===== src/rtl/ddr3_rd_req_sched_pkg.sv =====
// Shared definitions for the DDR3 read-descriptor scheduler: FSM encoding,
// grant index width and descriptor field positions.
package ddr3_rd_req_sched_pkg;

  typedef enum logic [1:0] {
    S_IDLE  = 2'd0,
    S_GRANT = 2'd1,
    S_WRITE = 2'd2,
    S_GAP   = 2'd3
  } state_t;

  localparam int GRANT_W = 3;

  // Descriptor fields; the scheduler never decodes them, they pass through untouched
  localparam int F_MPMC_HI  = 35;
  localparam int F_MPMC_LO  = 32;
  localparam int F_ADDR_SIG = 31;
  localparam int F_ECM      = 28;
  localparam int F_IPTV     = 22;
  localparam int F_ADDR_HI  = 29;
  localparam int F_ADDR_LO  = 3;

endpackage


===== src/rtl/ddr3_rd_req_sched_if.sv =====
// Channel-side and FIFO-side signals of the read-descriptor scheduler.
interface ddr3_rd_req_sched_if
  import ddr3_rd_req_sched_pkg::*;
#(
  parameter int NUM_CH = 4,
  parameter int DW     = 36
);
  logic [NUM_CH-1:0]    ch_req;
  logic [NUM_CH*DW-1:0] ch_data;
  logic [NUM_CH-1:0]    ch_ack;
  logic [NUM_CH-1:0]    ch_ovf;
  logic [NUM_CH-1:0]    ch_credit_ret;
  logic                 rd_fifo_afull;
  logic                 rd_fifo_wreq;
  logic [DW-1:0]        rd_fifo_wdata;
  logic [GRANT_W-1:0]   grant_ch;
  logic                 credit_err;
  logic                 busy;

  modport master (
    output ch_req, ch_data, ch_ovf, ch_credit_ret, rd_fifo_afull,
    input  ch_ack, rd_fifo_wreq, rd_fifo_wdata, grant_ch, credit_err, busy
  );

  modport slave (
    input  ch_req, ch_data, ch_ovf, ch_credit_ret, rd_fifo_afull,
    output ch_ack, rd_fifo_wreq, rd_fifo_wdata, grant_ch, credit_err, busy
  );
endinterface


===== src/rtl/ddr3_rd_req_sched_rr_pick.sv =====
// Combinational round-robin picker: first eligible channel at or after the
// pointer, wrapping modulo NUM_CH.
module ddr3_rd_req_sched_rr_pick #(
  parameter int NUM_CH = 4,
  parameter int IW     = 2
) (
  input  logic [NUM_CH-1:0] i_elig,
  input  logic [IW-1:0]     i_ptr,
  output logic [IW-1:0]     o_win,
  output logic              o_any
);
  int w_best_off;
  int w_off;

  // Smallest rotational distance from the pointer wins
  always_comb begin
    o_win      = '0;
    o_any      = 1'b0;
    w_best_off = NUM_CH;
    w_off      = 0;
    for (int k = 0; k < NUM_CH; k++) begin
      w_off = k - int'(i_ptr);
      if (w_off < 0) w_off = w_off + NUM_CH;
      if (i_elig[k] && (w_off < w_best_off)) begin
        w_best_off = w_off;
        o_win      = IW'(k);
        o_any      = 1'b1;
      end
    end
  end

endmodule


===== src/rtl/ddr3_rd_req_sched.sv =====
// Round-robin, credit-gated scheduler that feeds the DDR3 read-descriptor FIFO,
// with a fixed idle gap after each issue to leave bandwidth for writes.
module ddr3_rd_req_sched
  import ddr3_rd_req_sched_pkg::*;
#(
  parameter int NUM_CH     = 4,
  parameter int DW         = 36,
  parameter int CREDIT_MAX = 8,
  parameter int CW         = 4,
  parameter int MIN_GAP    = 2
) (
  input  logic                clk,
  input  logic                reset_n,
  ddr3_rd_req_sched_if.slave  bus
);
  localparam int IW       = (NUM_CH > 1) ? $clog2(NUM_CH) : 1;
  localparam int GW       = (MIN_GAP > 1) ? $clog2(MIN_GAP) : 1;
  localparam int GAP_LAST = (MIN_GAP > 0) ? MIN_GAP - 1 : 0;

  state_t             r_state, w_next;
  logic [IW-1:0]      r_ptr, r_winner, w_win;
  logic               w_any;
  logic [NUM_CH-1:0]  w_elig, w_err_set, r_ack, w_ack_d;
  logic               r_wreq, w_wreq_d, w_busy;
  logic [DW-1:0]      r_wdata, w_sel_data;
  logic [GRANT_W-1:0] r_grant;
  logic [GW-1:0]      r_gap;
  logic               r_credit_err;

  ddr3_rd_req_sched_rr_pick #(.NUM_CH(NUM_CH), .IW(IW)) u_pick (
    .i_elig (w_elig),
    .i_ptr  (r_ptr),
    .o_win  (w_win),
    .o_any  (w_any)
  );

  // An ack and a return in the same cycle cancel; a return at full credit is dropped
  for (genvar k = 0; k < NUM_CH; k++) begin : g_cred
    logic [CW-1:0] r_credit;
    assign w_elig[k]    = bus.ch_req[k] & ~bus.ch_ovf[k] & (r_credit != '0);
    assign w_err_set[k] = bus.ch_credit_ret[k] & ~r_ack[k] & (r_credit == CW'(CREDIT_MAX));
    always_ff @(posedge clk or negedge reset_n) begin
      if (!reset_n)
        r_credit <= CW'(CREDIT_MAX);
      else if (r_ack[k] & ~bus.ch_credit_ret[k])
        r_credit <= r_credit - CW'(1);
      else if (~r_ack[k] & bus.ch_credit_ret[k] & (r_credit != CW'(CREDIT_MAX)))
        r_credit <= r_credit + CW'(1);
    end
  end

  always_comb begin
    w_sel_data = '0;
    for (int k = 0; k < NUM_CH; k++)
      if (r_winner == IW'(k)) w_sel_data = bus.ch_data[k*DW +: DW];
  end

  always_ff @(posedge clk or negedge reset_n) begin
    if (!reset_n) r_state <= S_IDLE;
    else          r_state <= w_next;
  end

  always_comb begin
    w_next = r_state;
    case (r_state)
      S_IDLE:  if (!bus.rd_fifo_afull && w_any) w_next = S_GRANT;
      S_GRANT: w_next = S_WRITE;
      S_WRITE: w_next = (MIN_GAP > 0) ? S_GAP : S_IDLE;
      S_GAP:   if (r_gap == GW'(GAP_LAST)) w_next = S_IDLE;
      default: w_next = S_IDLE;
    endcase
  end

  // Strobes are computed one state early and registered, so they are glitch-free
  always_comb begin
    w_wreq_d = 1'b0;
    w_ack_d  = '0;
    w_busy   = (r_state != S_IDLE);
    if (r_state == S_GRANT) begin
      w_wreq_d          = 1'b1;
      w_ack_d[r_winner] = 1'b1;
    end
  end

  always_ff @(posedge clk or negedge reset_n) begin
    if (!reset_n) begin
      r_ptr        <= '0;
      r_winner     <= '0;
      r_gap        <= '0;
      r_wreq       <= 1'b0;
      r_ack        <= '0;
      r_wdata      <= '0;
      r_grant      <= '0;
      r_credit_err <= 1'b0;
    end else begin
      r_wreq       <= w_wreq_d;
      r_ack        <= w_ack_d;
      r_credit_err <= r_credit_err | (|w_err_set);
      r_gap        <= (r_state == S_GAP) ? r_gap + GW'(1) : '0;
      if (r_state == S_IDLE) r_winner <= w_win;
      if (r_state == S_GRANT) begin
        r_wdata <= w_sel_data;
        r_grant <= GRANT_W'(r_winner);
      end
      if (r_state == S_WRITE)
        r_ptr <= (r_winner == IW'(NUM_CH - 1)) ? '0 : r_winner + IW'(1);
    end
  end

  assign bus.ch_ack        = r_ack;
  assign bus.rd_fifo_wreq  = r_wreq;
  assign bus.rd_fifo_wdata = r_wdata;
  assign bus.grant_ch      = r_grant;
  assign bus.credit_err    = r_credit_err;
  assign bus.busy          = w_busy;

endmodule


===== src/flat_wrapper.sv =====
// flat-port wrapper written by rule: the top's interface ports become plain ports
module ddr3_rd_req_sched_flat import ddr3_rd_req_sched_pkg::*;
#(
  parameter int NUM_CH     = 4,
  parameter int DW         = 36,
  parameter int CREDIT_MAX = 8,
  parameter int CW         = 4,
  parameter int MIN_GAP    = 2
)
  (clk, reset_n, bus_ch_req, bus_ch_data, bus_ch_ovf, bus_ch_credit_ret, bus_rd_fifo_afull, bus_ch_ack, bus_rd_fifo_wreq, bus_rd_fifo_wdata, bus_grant_ch, bus_credit_err, bus_busy);
  ddr3_rd_req_sched_if #(.NUM_CH(NUM_CH), .DW(DW)) bus_i ();
  input  logic clk;
  input  logic reset_n;
  input wire logic [$bits(bus_i.ch_req)-1:0] bus_ch_req;
  input wire logic [$bits(bus_i.ch_data)-1:0] bus_ch_data;
  input wire logic [$bits(bus_i.ch_ovf)-1:0] bus_ch_ovf;
  input wire logic [$bits(bus_i.ch_credit_ret)-1:0] bus_ch_credit_ret;
  input wire logic [$bits(bus_i.rd_fifo_afull)-1:0] bus_rd_fifo_afull;
  output wire logic [$bits(bus_i.ch_ack)-1:0] bus_ch_ack;
  output wire logic [$bits(bus_i.rd_fifo_wreq)-1:0] bus_rd_fifo_wreq;
  output wire logic [$bits(bus_i.rd_fifo_wdata)-1:0] bus_rd_fifo_wdata;
  output wire logic [$bits(bus_i.grant_ch)-1:0] bus_grant_ch;
  output wire logic [$bits(bus_i.credit_err)-1:0] bus_credit_err;
  output wire logic [$bits(bus_i.busy)-1:0] bus_busy;
  assign bus_i.ch_req = bus_ch_req;
  assign bus_i.ch_data = bus_ch_data;
  assign bus_i.ch_ovf = bus_ch_ovf;
  assign bus_i.ch_credit_ret = bus_ch_credit_ret;
  assign bus_i.rd_fifo_afull = bus_rd_fifo_afull;
  assign bus_ch_ack = bus_i.ch_ack;
  assign bus_rd_fifo_wreq = bus_i.rd_fifo_wreq;
  assign bus_rd_fifo_wdata = bus_i.rd_fifo_wdata;
  assign bus_grant_ch = bus_i.grant_ch;
  assign bus_credit_err = bus_i.credit_err;
  assign bus_busy = bus_i.busy;
  ddr3_rd_req_sched #(.NUM_CH(NUM_CH), .DW(DW), .CREDIT_MAX(CREDIT_MAX), .CW(CW), .MIN_GAP(MIN_GAP)) u_core (.clk(clk), .reset_n(reset_n), .bus(bus_i));
endmodule

===== config.mk =====
export PLATFORM = sky130hd
export DESIGN_NAME = ddr3_rd_req_sched_flat
export DESIGN_NICKNAME = d
export VERILOG_FILES = /design/src/rtl/ddr3_rd_req_sched_pkg.sv /design/src/rtl/ddr3_rd_req_sched_if.sv /design/src/rtl/ddr3_rd_req_sched_rr_pick.sv /design/src/rtl/ddr3_rd_req_sched.sv /design/src/flat_wrapper.sv
export SDC_FILE = /design/constraint.sdc
export NUM_CORES = 1
export LEC_CHECK = 0
export CAP_MARGIN = 20
export CORE_ASPECT_RATIO = 0.9
export CORE_UTILIZATION = 44
export CTS_BUF_LIST = sky130_fd_sc_hd__clkbuf_2 sky130_fd_sc_hd__clkbuf_4 sky130_fd_sc_hd__clkbuf_8
export CTS_CLUSTER_SIZE = 28
export DETAILED_ROUTE_END_ITERATION = 6
export PLACE_DENSITY = 0.84
export SLEW_MARGIN = 20
export SYNTH_ARGS = -nofsm -noshare
export SYNTH_HDL_FRONTEND = slang
export SYNTH_SLANG_ARGS = --single-unit

===== constraint.sdc =====
create_clock -name clk -period 4.32 [get_ports clk]
set_input_delay 0.864 -clock clk [delete_from_list [all_inputs] [get_ports clk]]
set_output_delay 0.864 -clock clk [all_outputs]
set_load 0.01 [all_outputs]

==> out/results.txt, run 1 <==
CTS max path bufs = 2
Vias in the first global route = 4405
Xor and xnor area share after synthesis = 1.71%
Post-Synthesis Cell Area = 4600 um^2
Simple-gate area share of the yosys netlist = 21.1%
Routed len/inst = 16.2 um
DR vias/cell = 5.44
Port Buffers = 203
Io pins = 205
DR DRC count = 0
Leading area contributor after synthesis = dfrtp_1
Pre-CTS setup slack = 122 ps
Post-Synth Adder-Cell Area = 6.63%
Largest net degree at the start of global routing = 74
Max-Cap Viols = 0
P_sw = 0.00194 W
Crit path time final = 3960 ps
Number of synthesized flops with an enable pin = 0
Initial core utilization = 45.1%
Overflow after GRT = 0
Post-synthesis async set-or-reset flop share = 100%
Final setup fails = 0
All-Layer GR Usage = 25.1%
Total power = 0.00447 W
Worst slew pin tran = 931 ps
Core Box Area = 10200 um^2
Initial drt markers = 243
Switch share = 43.3%
Clock network power share = 10.1%
# H-tree levels = 3
Worst setup EP type = flip-flop
Die Width = 110 um
Outcome = completed
Hold buffers post-CTS = 0
Post_cts resized = 0
Total placed instance area = 6670 um^2
Primary FF master, synth = dfrtp_1
Crit Path Max Fanout = 3
Initial antenna violation count = 0
Detailed-router iteration count before antenna repair = 5
Final worst-path setup slack = 358 ps
Design Area, Final = 6860 um^2
Vias = 4601
Worst Setup Path Type = input port to flip-flop
Slowest-stage cell, CP = clkdlybuf4s50_1
Leakage power = 2.61 nW
Post-CTS Setup Repair Bufs = 0
WL final = 13700 um
Core Rows = 35
Setup Total Neg Slack = 0 ps
Syn Inst Count = 533
Worst VDD drop = 342 uV
Req. time, crit path = 4570 ps
Reg clk slew, reported paths = 70 ps
Height of the die = 99.0 um
Sequential area share after synthesis = 36.5%
Skew-Pair Late Insertion Delay = 340 ps
Mean Syn Cell Area = 8.63 um^2
Diode count = 0
TritonCTS Buffers = 9
Synth-to-layout area growth = 49.0%
Reg power frac = 28.1%
Crit path largest cell delay = 420 ps
Final period utilization = 91.7%
CP delay by family, top = compound AO/OA/AOI/OAI gates
Final clock skew = 9.05 ps
Net count after synthesis = 714
Number of synthesized register bits = 67
RSZ-0062 raised after global routing = false
Buf+Inv Stages, Crit Path = 1
Comb pwr share = 61.8%
Complex-gate fraction of the synthesized area = 25.7%
Crit path arrival time = 4210 ps
Slew margin rel. = 38.0%
Fraction of layout cells with a size suffix above 1 = 6.56%
Synth top area share = 34.3%
Top post-synthesis cells by area = dfrtp_1, a21oi_1, nand2_1
Fin. Hold Viols = 0
Final ANT Viol Nets = 0
Largest family of logic cells by synthesized area = compound AO/OA/AOI/OAI gates
Clock root buffer = clkbuf_8
Utilization after layout = 67.2%
Unique masters post-synth = 53
Die area = 10900 um^2
First-pass GRT wire length = 21100 um
CTS tree = done
Max Clk Rate = 0.252 GHz
Dpl hpwl = 10500 um
Clk sinks = 67
HP Class = flip-flop to flip-flop
Internal = 0.00254 W
CP startpoint kind = input port
Synth warn = 0
# nets final = 894
Max-slew violations = 0
GPL Wtd Cong = 0.885
Mux contribution to synthesized area = 2.88%
Crit-path cells = clkdlybuf4s50_1, nand2b_1, nor2_1, mux2i_1, a32oi_1, ha_1, a21oi_1, nor3_1, o22ai_1, nand2_1, a21bo_1, ha_1, nor2b_1, nand3_2, o221ai_1, nor2_1, a21oi_1
PD cells = 652 nW/um^2
[per-layer routing]
layer | track usage (%) | routed length, um | vias to the layer above
met2 | 41.5 | 6640 | 176
li1 | - | - | 2259
met1 | 32.0 | 5880 | 2142
met4 | 6.97 | 289 | 0
met3 | 6.88 | 898 | 24
met5 | 0 | 0 | -
[final cells by class]
type | count | area, um^2
Multi-Input combinational cell | 405 | 2700
Clock inverter | 5 | 31.3
Fill cell | 834 | 3350
Clock buffer | 10 | 131
Timing Repair Buffer | 208 | 2060
Sequential cell | 67 | 1680
Inverter | 22 | 82.6
Tap cell | 129 | 161
[cells in the final DEF, fill, tap and decap left out, types with 2 or more instances in the layout]
cell type,instances
a21o_1,4
a21oi_1,79
a221oi_1,3
a31oi_1,2
and2_1,4
buf_4,5
clkbuf_8,9
clkdlybuf4s50_1,202
clkinv_2,3
dfrtp_1,63
dfstp_2,4
fa_1,4
ha_1,14
ha_2,2
ha_4,2
inv_1,22
mux2_2,6
mux2i_1,5
nand2_1,84
nand2b_1,6
nand3_1,4
nand3_2,2
nand3b_1,40
nand4_1,4
nor2_1,3
nor2b_1,8
nor3_1,10
nor4_2,2
o211ai_1,36
o21a_1,36
o21ai_0,11
o22ai_1,3
or4b_1,3
xnor2_1,8
[state kept, by name (all words and copies together) (netlist names)]
register                  flops
u_core.bus.ch_ack             4
u_core.bus.credit_err         1
u_core.bus.grant_ch           2
u_core.bus.rd_fifo_wdata     36
u_core.bus.rd_fifo_wreq       1
u_core.g_cred.r_credit       16
u_core.r_gap                  1
u_core.r_ptr                  2
u_core.r_state                2
u_core.r_winner               2
[stage by stage]
stage	hold WS, ps	cells
finish	478	846
CTS	482	846
global placement	461	831
global route	494	846
detailed placement	466	831
floorplan	490	533
[power groups by stage]
stage | Clock (W) | Combinational (W) | Sequential [W]
after global placement | 0 | 0.00265 | 0.00123
after CTS | 0.000461 | 0.00276 | 0.00125
after global routing | 0.000495 | 0.00303 | 0.00130
after floorplan | 0 | 0.00169 | 0.00129
final | 0.000452 | 0.00277 | 0.00126
after detailed placement | 0 | 0.00274 | 0.00125
[cell usage after synthesis, types with 3 or more instances]
| cell type | count |
|---|---|
| fa_1 | 4 |
| buf_2 | 5 |
| mux2i_1 | 5 |
| o211ai_1 | 36 |
| o21ai_0 | 11 |
| o21a_1 | 36 |
| nor2_1 | 3 |
| nor2b_1 | 8 |
| o22ai_1 | 3 |
| dfrtp_1 | 63 |
| a21o_1 | 4 |
| ha_1 | 18 |
| a221oi_1 | 3 |
| nand2_1 | 84 |
| mux2_2 | 6 |
| clkbuf_1 | 27 |
| nor3_1 | 10 |
| nand2b_1 | 6 |
| and2_1 | 4 |
| xnor2_1 | 8 |
| nand3_1 | 4 |
| nand4_1 | 4 |
| or4b_1 | 3 |
| nand3b_1 | 40 |
| buf_1 | 5 |
| dfstp_2 | 4 |
| inv_1 | 22 |
| a21oi_1 | 79 |
[kinds of logic after synthesis]
logic type | after synthesis
XOR/XNOR | 9
AO/OA/AOI/OAI | 185
adder cells (fa/ha/maj) | 22
flip-flops | 67
multiplexers | 12
other | 1
AND/OR/NAND/NOR | 176
buffers and inverters | 61
[final timing paths]
kind | from | endpoint | slack [ps] | cells past startpoint
min in group asynchronous | reset_n | u_core.r_winner[0] | 660 | 1
worst max-delay path | bus_ch_ovf[0] | u_core.r_winner[0] | 360 | 17
worst max register to register | u_core.g_cred[1].r_credit[1] | u_core.r_winner[0] | 750 | 16
worst min-delay path | u_core.bus.rd_fifo_wdata[32] | u_core.bus.rd_fifo_wdata[32] | 480 | 1
worst min register to register | u_core.bus.rd_fifo_wdata[32] | u_core.bus.rd_fifo_wdata[32] | 480 | 1
max in group asynchronous | reset_n | u_core.g_cred[0].r_credit[3] | 2740 | 2
[worst register-to-register path, delay by kind of cell (launching register included)]
family                   cells  cell delay (ps)
multiplexers                 1               90
AO/OA/AOI/OAI                6             1280
adder cells (fa/ha/maj)      2              500
flip-flops                   1              420
AND/OR/NAND/NOR              7             1200
No activity file was read; power rests on OpenSTA's default activity.
==> run 2, diff against run 1 <==
Settings changed: GPL_ROUTABILITY_DRIVEN set to 0.
==> run 2 against run 1 <==
  * Fmax down 4.2%
  * Die area unchanged
  * Via count up 0.67%
  * Total power up 4.3%
  * Clock-buffer cell count up 1
  * Sequential power about the same
  * Register-to-register slack worse by 150 ps
==> out/results.txt, run 2 (synthesis results as in run 1) <==
Detailed-router iteration count before antenna repair = 5 (unchanged)
Skew-Pair Late Insertion Delay = 350 ps (was 340 ps)
Post_cts resized = 0 (unchanged)
Crit Path Max Fanout = 3 (unchanged)
Post-CTS Setup Repair Bufs = 0 (unchanged)
Leakage power = 2.66 nW (was 2.61 nW)
Crit path arrival time = 4400 ps (was 4210 ps)
CTS tree = done (unchanged)
Max Clk Rate = 0.242 GHz (was 0.252 GHz)
Crit-path cells = clkdlybuf4s50_1, nand2b_1, nor2_1, mux2i_1, a32oi_1, ha_1, a21oi_1, nor3_1, o22ai_1, nand2_1, a21bo_1, ha_1, nor2b_1, nand3_2, a21boi_1, o21ai_1, a22oi_1 (was clkdlybuf4s50_1, nand2b_1, nor2_1, mux2i_1, a32oi_1, ha_1, a21oi_1, nor3_1, o22ai_1, nand2_1, a21bo_1, ha_1, nor2b_1, nand3_2, o221ai_1, nor2_1, a21oi_1)
Design Area, Final = 6940 um^2 (was 6860 um^2)
Fraction of layout cells with a size suffix above 1 = 6.82% (was 6.56%)
HP Class = flip-flop to flip-flop (unchanged)
Clk sinks = 67 (unchanged)
# H-tree levels = 3 (unchanged)
DR DRC count = 0 (unchanged)
TritonCTS Buffers = 9 (unchanged)
Vias in the first global route = 4437 (was 4405)
Slowest-stage cell, CP = clkdlybuf4s50_1 (unchanged)
Diode count = 0 (unchanged)
Setup Total Neg Slack = 0 ps (unchanged)
Crit path largest cell delay = 410 ps (was 420 ps)
CTS max path bufs = 2 (unchanged)
Worst slew pin tran = 948 ps (was 931 ps)
Utilization after layout = 68.0% (was 67.2%)
Initial core utilization = 45.1% (unchanged)
Final ANT Viol Nets = 0 (unchanged)
Vias = 4632 (was 4601)
Worst setup EP type = flip-flop (unchanged)
Core Box Area = 10200 um^2 (unchanged)
Final period utilization = 95.7% (was 91.7%)
Slew margin rel. = 36.8% (was 38.0%)
Die Width = 110 um (unchanged)
Initial drt markers = 259 (was 243)
Outcome = completed (unchanged)
Die area = 10900 um^2 (unchanged)
Io pins = 205 (unchanged)
Max-slew violations = 0 (unchanged)
First-pass GRT wire length = 21400 um (was 21100 um)
Fin. Hold Viols = 0 (unchanged)
Worst VDD drop = 322 uV (was 342 uV)
WL final = 14000 um (was 13700 um)
Final setup fails = 0 (unchanged)
PD cells = 672 nW/um^2 (was 652 nW/um^2)
# nets final = 895 (was 894)
Commonest non-fill, non-tap cells in the layout = clkdlybuf4s50_1, nand2_1, a21oi_1, dfrtp_1, nand3b_1 (unchanged)
Routed len/inst = 16.5 um (was 16.2 um)
Reg clk slew, reported paths = 80 ps (was 70 ps)
RSZ-0062 raised after global routing = false (unchanged)
All-Layer GR Usage = 25.4% (was 25.1%)
DR vias/cell = 5.46 (was 5.44)
Dpl hpwl = 10500 um (about the same)
Leading cell type in the layout, fill and taps excluded = clkdlybuf4s50_1 (unchanged)
Max-Cap Viols = 0 (unchanged)
Req. time, crit path = 4580 ps (was 4570 ps)
Core Rows = 35 (unchanged)
Initial antenna violation count = 0 (unchanged)
Worst Setup Path Type = input port to flip-flop (unchanged)
Largest net degree at the start of global routing = 74 (unchanged)
Overflow after GRT = 0 (unchanged)
Hold buffers post-CTS = 0 (unchanged)
Total placed instance area = 6680 um^2 (was 6670 um^2)
Final clock skew = 11.5 ps (was 9.05 ps)
Max FFs per register = 36 (unchanged)
CP startpoint kind = input port (unchanged)
Clock root buffer = clkbuf_8 (unchanged)
Crit path time final = 4140 ps (was 3960 ps)
Height of the die = 99.0 um (unchanged)
Most Frequent Cell on Critical Path = ha_1
Synth-to-layout area growth = 50.7% (was 49.0%)
Port Buffers = 203 (unchanged)
[run 2: cell count changes in the layout (fill, tap and decap cells not counted)]
cell,change
clkinvlp_4,-1
clkinv_4,-1
ha_4,-1
clkinv_2,-1
bufinv_16,+3
ha_2,+1
buf_4,+1
clkbuf_8,+1
[run 2: area by class of cell]
type | count | area [um^2]
Clock buffer | 11 | 145
Clock inverter | 5 | 100
Fill cell | 826 | 3270
Inverter | 22 | 82.6
Multi-Input combinational cell | 405 | 2690
Sequential cell | 67 | 1680
Tap cell | 129 | 161
Timing Repair Buffer | 209 | 2070
[run 2: final timing paths]
| kind | slack [ps] | cells past startpoint | endpoint | start |
|---|---|---|---|---|
| min | 480 | 1 | u_core.bus.rd_fifo_wdata[28] | u_core.bus.rd_fifo_wdata[28] |
| max reg2reg | 600 | 16 | u_core.r_winner[1] | u_core.g_cred[0].r_credit[3] |
| max in group asynchronous | 2740 | 2 | u_core.g_cred[3].r_credit[3] | reset_n |
| max | 180 | 17 | u_core.r_winner[1] | bus_ch_ovf[0] |
| min reg2reg | 480 | 1 | u_core.bus.rd_fifo_wdata[28] | u_core.bus.rd_fifo_wdata[28] |
| min in group asynchronous | 610 | 1 | u_core.g_cred[0].r_credit[1] | reset_n |
[run 2: worst max-delay path, delay by kind of cell]
family	cells	cell delay (ps)
muxes	1	310
adders and majority gates	2	560
buffers and inverters	1	410
and+or+nand+nor	6	940
AOI/OAI and AO/OA	7	1300
[run 2: per-layer routing]
layer,global-route usage [%],vias up,wire length [um]
met2,42.3,179,6670
met5,0,-,0
li1,-,2265,-
met3,6.15,38,915
met1,31.3,2150,5910
met4,10.5,0,453
[run 2: power breakdown]
group          total [W]  internal, W  switching [W]
clock network   0.000650     0.000404       0.000246
registers        0.00126     0.000969       0.000286
logic            0.00276      0.00135        0.00140
total            0.00466      0.00273        0.00194
[run 2: stage by stage]
step,power (W),hold WS (ps),cells,setup slack (ps)
floorplan,0.00298,490,533,900
global placement,0.00388,461,832,327
detailed placement,0.00400,466,832,0.556
CTS,0.00467,483,848,349
global route,0.00500,498,848,47.7
finish,0.00466,476,848,184
